$ cat src/rtl/clkdiv_pkg.sv
// Shared types and defaults for the clock period meter.
// State encoding plus default counter and synchronizer sizes.
package clkdiv_pkg;

  localparam int DEF_CNT_W       = 16;
  localparam int DEF_SYNC_STAGES = 2;

  typedef enum logic [1:0] {
    ST_IDLE,
    ST_ARM,
    ST_HIGH,
    ST_LOW
  } state_e;

endpackage

$ cat src/rtl/sig_edge_detect.sv
// Synchronizer chain plus history flop for an asynchronous input.
// Both edges see identical latency, so edge-to-edge counts are exact.
module sig_edge_detect #(
  parameter int SYNC_STAGES = 2
) (
  input  logic clock,
  input  logic reset,
  input  logic sig_in,
  output logic rise,
  output logic fall
);

  // Fewer than two stages is not a safe synchronizer.
  localparam int NS = (SYNC_STAGES < 2) ? 2 : SYNC_STAGES;

  logic [NS-1:0] r_sync;
  logic          r_hist;
  logic          w_sync;

  always_ff @(posedge clock or negedge reset) begin
    if (!reset) begin
      r_sync <= '0;
      r_hist <= 1'b0;
    end else begin
      r_sync <= {r_sync[NS-2:0], sig_in};
      r_hist <= r_sync[NS-1];
    end
  end

  assign w_sync = r_sync[NS-1];
  assign rise   = w_sync & ~r_hist;
  assign fall   = ~w_sync & r_hist;

endmodule

$ cat src/rtl/clk_period_meter.sv
// Measures period and high time of a slow signal in system clocks.
// Single-shot or continuous; saturation aborts with a sticky timeout.
module clk_period_meter
  import clkdiv_pkg::*;
#(
  parameter int CNT_W       = DEF_CNT_W,
  parameter int SYNC_STAGES = DEF_SYNC_STAGES
) (
  input  logic             clock,
  input  logic             reset,
  input  logic             sig_in,
  input  logic             start,
  input  logic             continuous,
  output logic             busy,
  output logic             valid,
  output logic [CNT_W-1:0] period,
  output logic [CNT_W-1:0] high_cnt,
  output logic             timeout
);

  localparam logic [CNT_W-1:0] CNT_MAX = '1;
  localparam logic [CNT_W-1:0] CNT_ONE = {{(CNT_W-1){1'b0}}, 1'b1};

  state_e           r_state, w_state_nxt;
  logic [CNT_W-1:0] r_cnt;
  logic [CNT_W-1:0] r_hi_cap;
  logic [CNT_W-1:0] r_period;
  logic [CNT_W-1:0] r_high;
  logic             r_valid;
  logic             r_timeout;

  logic w_rise, w_fall;
  logic w_load1, w_inc, w_cap_hi;
  logic w_pub, w_set_to, w_clr_to;
  logic w_at_max;

  sig_edge_detect #(
    .SYNC_STAGES(SYNC_STAGES)
  ) u_edge (
    .clock (clock),
    .reset (reset),
    .sig_in(sig_in),
    .rise  (w_rise),
    .fall  (w_fall)
  );

  assign w_at_max = (r_cnt == CNT_MAX);

  always_comb begin
    w_state_nxt = r_state;
    w_load1     = 1'b0;
    w_inc       = 1'b0;
    w_cap_hi    = 1'b0;
    w_pub       = 1'b0;
    w_set_to    = 1'b0;
    w_clr_to    = 1'b0;
    unique case (r_state)
      ST_IDLE: begin
        if (start) begin
          w_clr_to    = 1'b1;
          w_state_nxt = ST_ARM;
        end
      end
      ST_ARM: begin
        if (w_rise) begin
          w_load1     = 1'b1;
          w_state_nxt = ST_HIGH;
        end
      end
      ST_HIGH: begin
        if (w_fall) begin
          w_cap_hi    = 1'b1;
          w_inc       = 1'b1;
          w_state_nxt = ST_LOW;
        end else if (w_at_max) begin
          w_set_to    = 1'b1;
          w_state_nxt = ST_IDLE;
        end else begin
          w_inc = 1'b1;
        end
      end
      ST_LOW: begin
        if (w_rise) begin
          w_pub = 1'b1;
          // Closing rise doubles as the next opening rise.
          if (continuous) begin
            w_load1     = 1'b1;
            w_state_nxt = ST_HIGH;
          end else begin
            w_state_nxt = ST_IDLE;
          end
        end else if (w_at_max) begin
          w_set_to    = 1'b1;
          w_state_nxt = ST_IDLE;
        end else begin
          w_inc = 1'b1;
        end
      end
      default: w_state_nxt = ST_IDLE;
    endcase
  end

  always_ff @(posedge clock or negedge reset) begin
    if (!reset) begin
      r_state   <= ST_IDLE;
      r_cnt     <= '0;
      r_hi_cap  <= '0;
      r_period  <= '0;
      r_high    <= '0;
      r_valid   <= 1'b0;
      r_timeout <= 1'b0;
    end else begin
      r_state <= w_state_nxt;
      r_valid <= w_pub;
      if (w_load1) begin
        r_cnt <= CNT_ONE;
      end else if (w_inc && !w_at_max) begin
        r_cnt <= r_cnt + CNT_ONE;
      end
      if (w_cap_hi) begin
        r_hi_cap <= r_cnt;
      end
      if (w_pub) begin
        r_period <= r_cnt;
        r_high   <= r_hi_cap;
      end
      if (w_set_to) begin
        r_timeout <= 1'b1;
      end else if (w_clr_to) begin
        r_timeout <= 1'b0;
      end
    end
  end

  assign busy     = (r_state != ST_IDLE);
  assign valid    = r_valid;
  assign period   = r_period;
  assign high_cnt = r_high;
  assign timeout  = r_timeout;

endmodule

$ cat config.mk
export PLATFORM = sky130hd
export DESIGN_NAME = clk_period_meter
export DESIGN_NICKNAME = d
export VERILOG_FILES = /design/src/rtl/clkdiv_pkg.sv /design/src/rtl/sig_edge_detect.sv /design/src/rtl/clk_period_meter.sv
export SDC_FILE = /design/constraint.sdc
export NUM_CORES = 1
export LEC_CHECK = 0
export BUFFER_PORTS_ARGS = -buffer_cell sky130_fd_sc_hd__buf_2
export CELL_PAD_IN_SITES_DETAIL_PLACEMENT = 1
export CELL_PAD_IN_SITES_GLOBAL_PLACEMENT = 1
export CORE_AREA = 2 2 89 91
export DETAILED_ROUTE_END_ITERATION = 16
export DIE_AREA = 0 0 91 93
export PLACE_DENSITY_LB_ADDON = 0.15
export SLEW_MARGIN = 20
export SYNTH_ARGS = -nofsm -noshare
export SYNTH_HDL_FRONTEND = slang
export SYNTH_SLANG_ARGS = --single-unit
$ cat constraint.sdc
create_clock -name clock -period 1.6 [get_ports clock]
set_input_delay 0 -clock clock [delete_from_list [all_inputs] [get_ports clock]]
set_output_delay 0 -clock clock [all_outputs]
set_load 0.1 [all_outputs]
# == Word level (Yosys, flattened, before mapping) ==
# Cells that the tools add are included.
# op_classes
add_sub_neg,1
n_eq_ne,6
mux,28
bitwise_logic,4
n_reduce_logical,7
# op_table
cell,count
16-bit 2-to-1 mux,2
"16-bit by 1-bit adder with 16-bit output, second input constant",1
"16-bit == test, second input constant",1
1-bit 2-to-1 mux,16
2-bit 2-to-1 mux,6
2-bit one-hot mux with 4 select lines,1
1-bit one-hot mux with 2 select lines,3
2-bit nonzero test,3
"2-bit == test, second input constant",2
1-bit AND,2
"2-bit by 1-bit == test with 1-bit output, second input constant",1
2-bit zero test,1
"2-bit by 1-bit inequality test with 1-bit output, second input constant",1
"2-bit inequality test, second input constant",1
1-bit inverter,2
2-bit AND reduction,1
1-bit logical AND,1
1-bit zero test,1
# word_totals
register_bits,71
input_bits,5
output_inout_bits,35
elab_cells,55

# == Logic depth before layout (Yosys ltp) ==
# Gate-level depths: netlist of run 1.
# depth
ltp_word,7
depth_mapped,7
mapped_depth_nobuf,6

# == Cells and area by module ==
# A second synthesis of run 1 with hierarchy kept.
# hier_totals
cells_unflattened,233
hier_area_um2,2992.9
# modules_own_cells
mod,instances,cells_each,area_each_um2
clk_period_meter,1,228,2902.8
sig_edge_detect,1,5,90.1

# == Worst setup path after synthesis of run 1 ==
# Ideal clock, no wire load.
# synth_path
kind,register -> register
startpoint,register r_state[1]
endpoint,register r_state[0]
arrival_time_ps,1519
setup_slack_ps,-49
path_stages_with_launch,6
cell_sequence,dfrtp_1 -> buf_4 -> or2_2 -> o22a_1 -> o211ai_1 -> a31oi_1
# synth_between
elab_chain_len,3
elab_cells_between_ends,8
# synth_lines
item,line_no,text
start: declaration,clk_period_meter.sv:24,"state_e r_state, w_state_nxt;"
start signal: assignment,clk_period_meter.sv:113,r_state <= w_state_nxt;
2-bit by 1-bit == test with 1-bit output or 2-bit zero test (tied branches),clk_period_meter.sv:57,unique case (r_state)
2-bit by 1-bit inequality test with 1-bit output (no source line) or 2-bit inequality test (tied branches),n/a,
2-bit AND reduction (no source line),n/a,
# Parallel ways exist; a longest one is shown, timed or not.
# A chain may end at the register's enable or synchronous reset.

# == Worst setup path after layout of run 1 ==
# layout_path
startpoint,register r_cnt[4]
endpoint,register r_cnt[7]
# layout_between
elab_chain_len,6
elab_cells_between_ends,11
# layout_lines
item,line_no,text
start: declaration,clk_period_meter.sv:25,logic [CNT_W-1:0] r_cnt;
start signal: assignment,clk_period_meter.sv:118,r_cnt <= r_cnt + CNT_ONE;
"parallel branches: the longest is 6 deep, another holds 16-bit by 1-bit adder with 16-bit output",n/a,
# Several ways; the timed one is not identified. The select of a mux whose other input is x is not followed.

==> impl_metrics.yaml, run 1 <==
detailed_routing:
  first_pass_iters: 3
  ant_nets: 0
  vias_per_cell: 5.06
  vias: 2109
  drt_iter0_drc: 65
  drc: 0
  wirelength_um: 6600
  wl_per_cell_um: 15.8
sta:
  tightestPinTransition_ns: 0.489
  rsz0062_at_grt: "yes"
  finalCritPeriodShare_pct: 99.6
  timing.fmax_ghz: 0.627
  finalSetupViolCount: 0
  drv_slew: 0
  min_period_ns: 1.59
  relSlewSlack_pct: 67.7
  clock_skew_ns: 0.00995
  finalHoldViolations: 0
floorplan:
  die_w_um: 91
  die_h_um: 93
  start_util_pct: 41.0
  rows: 32
  die_area_um2: 8460
  io-pin-count: 40
  core_um2: 7530
power:
  powerDensity_nw_per_um2: 1490
  irDropWorstVdd_mv: 1.04
  p_leak_nw: 1.96
flow_run:
  maxCapViolations: 0
grt:
  grt_pass1_wl_um: 10900
  grt_max_degree: 72
  track_usage_pct: 16.9
  grt_pass1_vias: 2127
  overflow: 0
  antenna_found_initial: 0
final_layout:
  antenna_cells: 0
  drive_gt1_share_pct: 49.8
  final_nets: 316
  final_core_util_pct: 52.2
  syn2layout_area_growth_pct: 27.4
  fillerInstances: 820
  final_area_um2: 3930
placement:
  portBuffers: 39
  place_hpwl_um: 4560
  gp_congestion: 0.770
  place_area_um2: 3670
worst_setup_path:
  cp_max_fo: 4
  critical-path-top-delay-family: "compound AO/OA/AOI/OAI gates"
  start_kind: "flop"
  cp-end-kind: "flop"
  critPathKind: "reg -> reg"
  path_cells: "nand4_1 -> nor2_2 -> a2111oi_4 -> buf_4 -> nand3_1 -> a21oi_2"
  worstPathRequired_ns: 1.87
  cp.arrival_ns: 1.86
  slowest_stage: "dfrtp_1"
  max_stage_delay_ns: 0.40
  critPathBufInv: 1
cts:
  cts_max_path_buffers: 2
  cts_max_level: 3
  clkLatencyLatePin_ns: 0.35
  cts_root_buffer: "clkbuf_8"
  cts_tree: "done"
  clk_pin_slew_ns: 0.08
  cts_buffers: 9
  cts.sinks: 71
synthesis:
  yosysTopAreaCell: "dfrtp_1"
  ys_types: 46
  ys_top_cells_by_count: "dfrtp_1 (71), mux2_2 (45), nand2_1 (14)"
  synthCells: 231
  netlist.area_leader.share_pct: 57.6
  synth_edf_count: 0
  syn-num-nets: 237
  yosysMostFrequentCell: "dfrtp_1"
  async_flop_share_pct: 100
  ys_ff_latch: 71
  synth_area_um2: 3080
  ys_warn_count: 0
  seq_area_frac_synth_pct: 57.6
  syn_area_per_cell_um2: 13.4
  synthFlopType: "dfrtp_1"
  synth_area_leaders: "dfrtp_1 (58%), mux2_2 (16%), nand2_1 (1.7%)"
outcome:
  status: "completed"
hold_path:
  hold_class: "in -> async"
-- timing repair --
| action | in CTS | in global routing |
|---|---|---|
| hold endpoints to repair | 74 | 0 |
| gates resized for setup | 1 | 9 |
| setup endpoints to repair | 1 | 16 |
| pin swaps | 2 | 7 |
| buffers inserted | 1 | 0 |
| hold buffers | 4 | 0 |
-- final timing paths --
kind                                  start                to  slack [ns]  depth (start not counted)
hold / removal                        reset           timeout        0.19                          3
setup / recovery                   r_cnt[4]          r_cnt[7]       0.006                          6
max in group asynchronous             reset          r_cnt[3]        1.08                          3
setup reg to reg                   r_cnt[4]          r_cnt[7]       0.006                          6
min in group clock                   sig_in  u_edge.r_sync[0]        0.30                          2
hold reg to reg            u_edge.r_sync[0]  u_edge.r_sync[1]        0.36                          0
-- per-layer routing --
| layer | global-route usage [%] | wire (µm) | part of all wire (%) |
|---|---|---|---|
| met1 | 22.4 | 3080 | 47 |
| met3 | 5.32 | 228 | 3.5 |
| met4 | 5.68 | 57 | 0.86 |
| met2 | 26.5 | 3240 | 49 |
| met5 | 0 | 0 | 0 |
-- report_power, final --
part,switching (W),internal [W],total [W],leakage (nW)
clock network,0.000694,0.000567,0.00126,0.0789
registers,0.000219,0.00207,0.00229,0.961
logic,0.00163,0.000674,0.00230,0.923
total,0.00254,0.00331,0.00585,1.96
-- cell type report --
class	count	area, µm²	share of cell area, %
multi-input combinational	146	1290	32.9
clock buffer	10	128	3.25
tap	102	128	3.25
sequential	71	1780	45.2
inverter	6	22.5	0.573
timing repair buffer	76	536	13.6
clock inverter	6	45.0	1.15
-- logic make-up after synthesis --
kind of cell,count (synthesis),share of synthesized area [%]
buf+inv,14,2.11
mux,49,17.7
compound gates,23,5.35
xor+xnor,6,1.70
fa+ha+maj,1,0.406
simple gates,67,15.1
flops,71,57.6
-- sequential cells by signal, indices dropped and copies added (netlist names), 2 cells and up --
name and flops:
r_cnt 16, period 16, u_edge.r_sync 2, r_hi_cap 16
r_state 2, high_cnt 16
-- tightest hold or removal path: stages --
cell and delay [ns]:
dlygate4sd3_1 0.52, buf_2 0.12, buf_12 0.30
-- placed cells by master, fill, tap and decap left out, types with 2 or more instances in the layout --
cell            n
clkbuf_8        9
a21o_1          2
dfrtp_1        70
nor4b_2         2
buf_2          38
o211ai_1        2
nand2_1        13
inv_1           6
nor2_1         11
dlygate4sd3_1   4
nand2b_1        2
mux2_2         45
a31oi_1         2
buf_4          30
buf_12          4
xnor2_1         6
nand2_4         2
o21ai_0         8
a21oi_2         2
nor4_1          2
nand4_1         4
clkinvlp_4      3
and3_1          2
mux2i_1         4
nor3_2          2
nand3_1         9
-- stage by stage --
stage	instances	setup TNS, ns	power, W	worst slack, ns	hold WS, ns
after global placement	396	0	0.00457	0.0445	0.0609
after CTS	417	0	0.00591	0.000713	0.214
final	417	0	0.00585	0.00624	0.193
after global routing	417	-0.300	0.00614	-0.0706	0.253
after detailed placement	396	-0.0692	0.00460	-0.0692	0.0610
after floorplan	231	-0.0133	0.00397	-0.0133	-0.296
Note: power is estimated with default switching activity, not from simulation.
==> run 2: changes to the inputs <==
Settings changed: HOLD_SLACK_MARGIN from default to 0.12, RECOVER_POWER from default to 100.
==> run 2 against run 1 <==
Effect of this change: total power down 0.40%; clock-buffer cell count did not move; sequential share of layout area grew 0.45 points; sequential power hardly changed; worst setup slack improved by 0.0082 ns; clock skew about the same; die area did not move; routed wire length up 0.11%; register-to-register slack about the same; first-iteration DRC count shrank 9.2%; non-clock buffer count did not move; sequential cell count is the same.
==> impl_metrics.yaml, run 2 (synthesis results as in run 1) <==
grt:
  grt_pass1_vias: 2127
  track_usage_pct: 16.9
  overflow: 0
  antenna_found_initial: 0
  grt_pass1_wl_um: 10900
  grt_max_degree: 72
worst_setup_path:
  cp_max_fo: 4
  cp-end-kind: "flop"
  start_kind: "flop"
  worstPathRequired_ns: 1.87
  cp.arrival_ns: 1.86
  critPathKind: "reg -> reg"
sta:
  relSlewSlack_pct: 36.1
  hold_ws_ns: 0.295
  finalCritPeriodShare_pct: 99.1
  clock_skew_ns: 0.00970
  tightestPinTransition_ns: 0.958
  drv_slew: 0
  timing.fmax_ghz: 0.631
  rsz0062_at_grt: "yes"
  finalHoldViolations: 0
  finalSetupViolCount: 0
  min_period_ns: 1.59
floorplan:
  die_area_um2: 8460
  core_um2: 7530
  rows: 32
  die_w_um: 91
  start_util_pct: 41.0
  io-pin-count: 40
  die_h_um: 93
placement:
  gp_congestion: 0.770
  dp.cells: 396
  portBuffers: 39
  place_hpwl_um: 4560
detailed_routing:
  drt_iter0_drc: 59
  vias: 2090
  drc: 0
  first_pass_iters: 4
  vias_per_cell: 5.01
  ant_nets: 0
  wl_per_cell_um: 15.8
  wirelength_um: 6610
cts:
  cts.sinks: 71
  clkLatencyLatePin_ns: 0.35
  cts_max_path_buffers: 2
  cts_buffers: 9
  cts_tree: "done"
  cts_root_buffer: "clkbuf_8"
  cts_max_level: 3
  clk_pin_slew_ns: 0.08
final_layout:
  final_cell_mix: "dfrtp_1 (70), mux2_2 (45), clkbuf_2 (35)"
  antenna_cells: 0
  final_nets: 316
  final_common_cell: "dfrtp_1"
  final_core_util_pct: 51.7
  finalNonFillerCells: 417
  drive_gt1_share_pct: 48.9
  syn2layout_area_growth_pct: 26.2
power:
  powerDensity_nw_per_um2: 1500
  p_leak_nw: 1.92
  irDropWorstVdd_mv: 1.04
outcome:
  status: "completed"
hold_path:
  hold_class: "in -> reg"
flow_run:
  maxCapViolations: 0
run 2: changes by cell type in the layout (fill, tap and decap cells not counted):
cell,change
clkbuf_2,+35
buf_2,-34
buf_4,-4
clkbuf_1,+3
buf_12,-2
and3_2,+1
and3_4,-1
buf_6,+1
clkbuf_4,+1
run 2: worst paths after layout:
| kind | startpoint | to | slack (ns) | cells after the start |
|---|---|---|---|---|
| min reg2reg | u_edge.r_sync[0] | u_edge.r_sync[1] | 0.36 | 0 |
| max reg2reg | r_cnt[4] | r_cnt[7] | 0.01 | 6 |
| max in group asynchronous | reset | r_state[1] | 0.47 | 3 |
| max | r_cnt[4] | r_cnt[7] | 0.01 | 6 |
| min | sig_in | u_edge.r_sync[0] | 0.30 | 2 |
| min in group asynchronous | reset | timeout | 0.43 | 3 |
run 2: metal layers:
layer  part of all wire, %  track usage (%)  up-vias
met5                     0                0        -
li1                      -                -      981
met4                  0.98             5.68        0
met2                    49             26.5       35
met3                   3.3             5.32        5
met1                    46             22.4     1069
run 2: per-stage QoR:
stage          worst slack, ns  instance area (µm²)  power [W]  setup TNS [ns]
2_1_floorplan          -0.0133                 3100    0.00397         -0.0133
3_3_place_gp            0.0445                 3670    0.00457               0
3_5_place_dp           -0.0692                 3670    0.00460         -0.0692
4_1_cts               0.000713                 3890    0.00591               0
5_1_grt                -0.0697                 3890    0.00611          -0.368
6_report                0.0144                 3890    0.00582               0
run 2: critical path, cell delays in order, from the launching register on:
cell and delay (ns):
dfrtp_1 0.40, nand4_1 0.19, nor2_2 0.09, a2111oi_4 0.38, buf_4 0.19, nand3_1 0.09
a21oi_2 0.15
run 2: cell type report:
| type | count | area [µm²] |
|---|---|---|
| multi-input combinational | 146 | 1290 |
| clock inverter | 6 | 45.0 |
| fill | 825 | 3640 |
| clock buffer | 10 | 128 |
| timing repair buffer | 76 | 500 |
| inverter | 6 | 22.5 |
| tap | 102 | 128 |
| sequential | 71 | 1780 |
run 2: repair_timing:
action / in CTS / in global routing
gates resized for setup: 1 / 9
hold buffers: 4 / 0
hold endpoints to repair: 74 / 0
setup endpoints to repair: 1 / 16
buffers inserted: 1 / 0
pin swaps: 2 / 7
run 2: where the power goes:
group	total [W]	leakage (nW)	switching, W	internal [W]
Clock	0.00126	0.0789	0.000697	0.000567
Combinational	0.00227	0.880	0.00162	0.000645
Sequential	0.00229	0.961	0.000223	0.00207
Total	0.00582	1.92	0.00254	0.00328
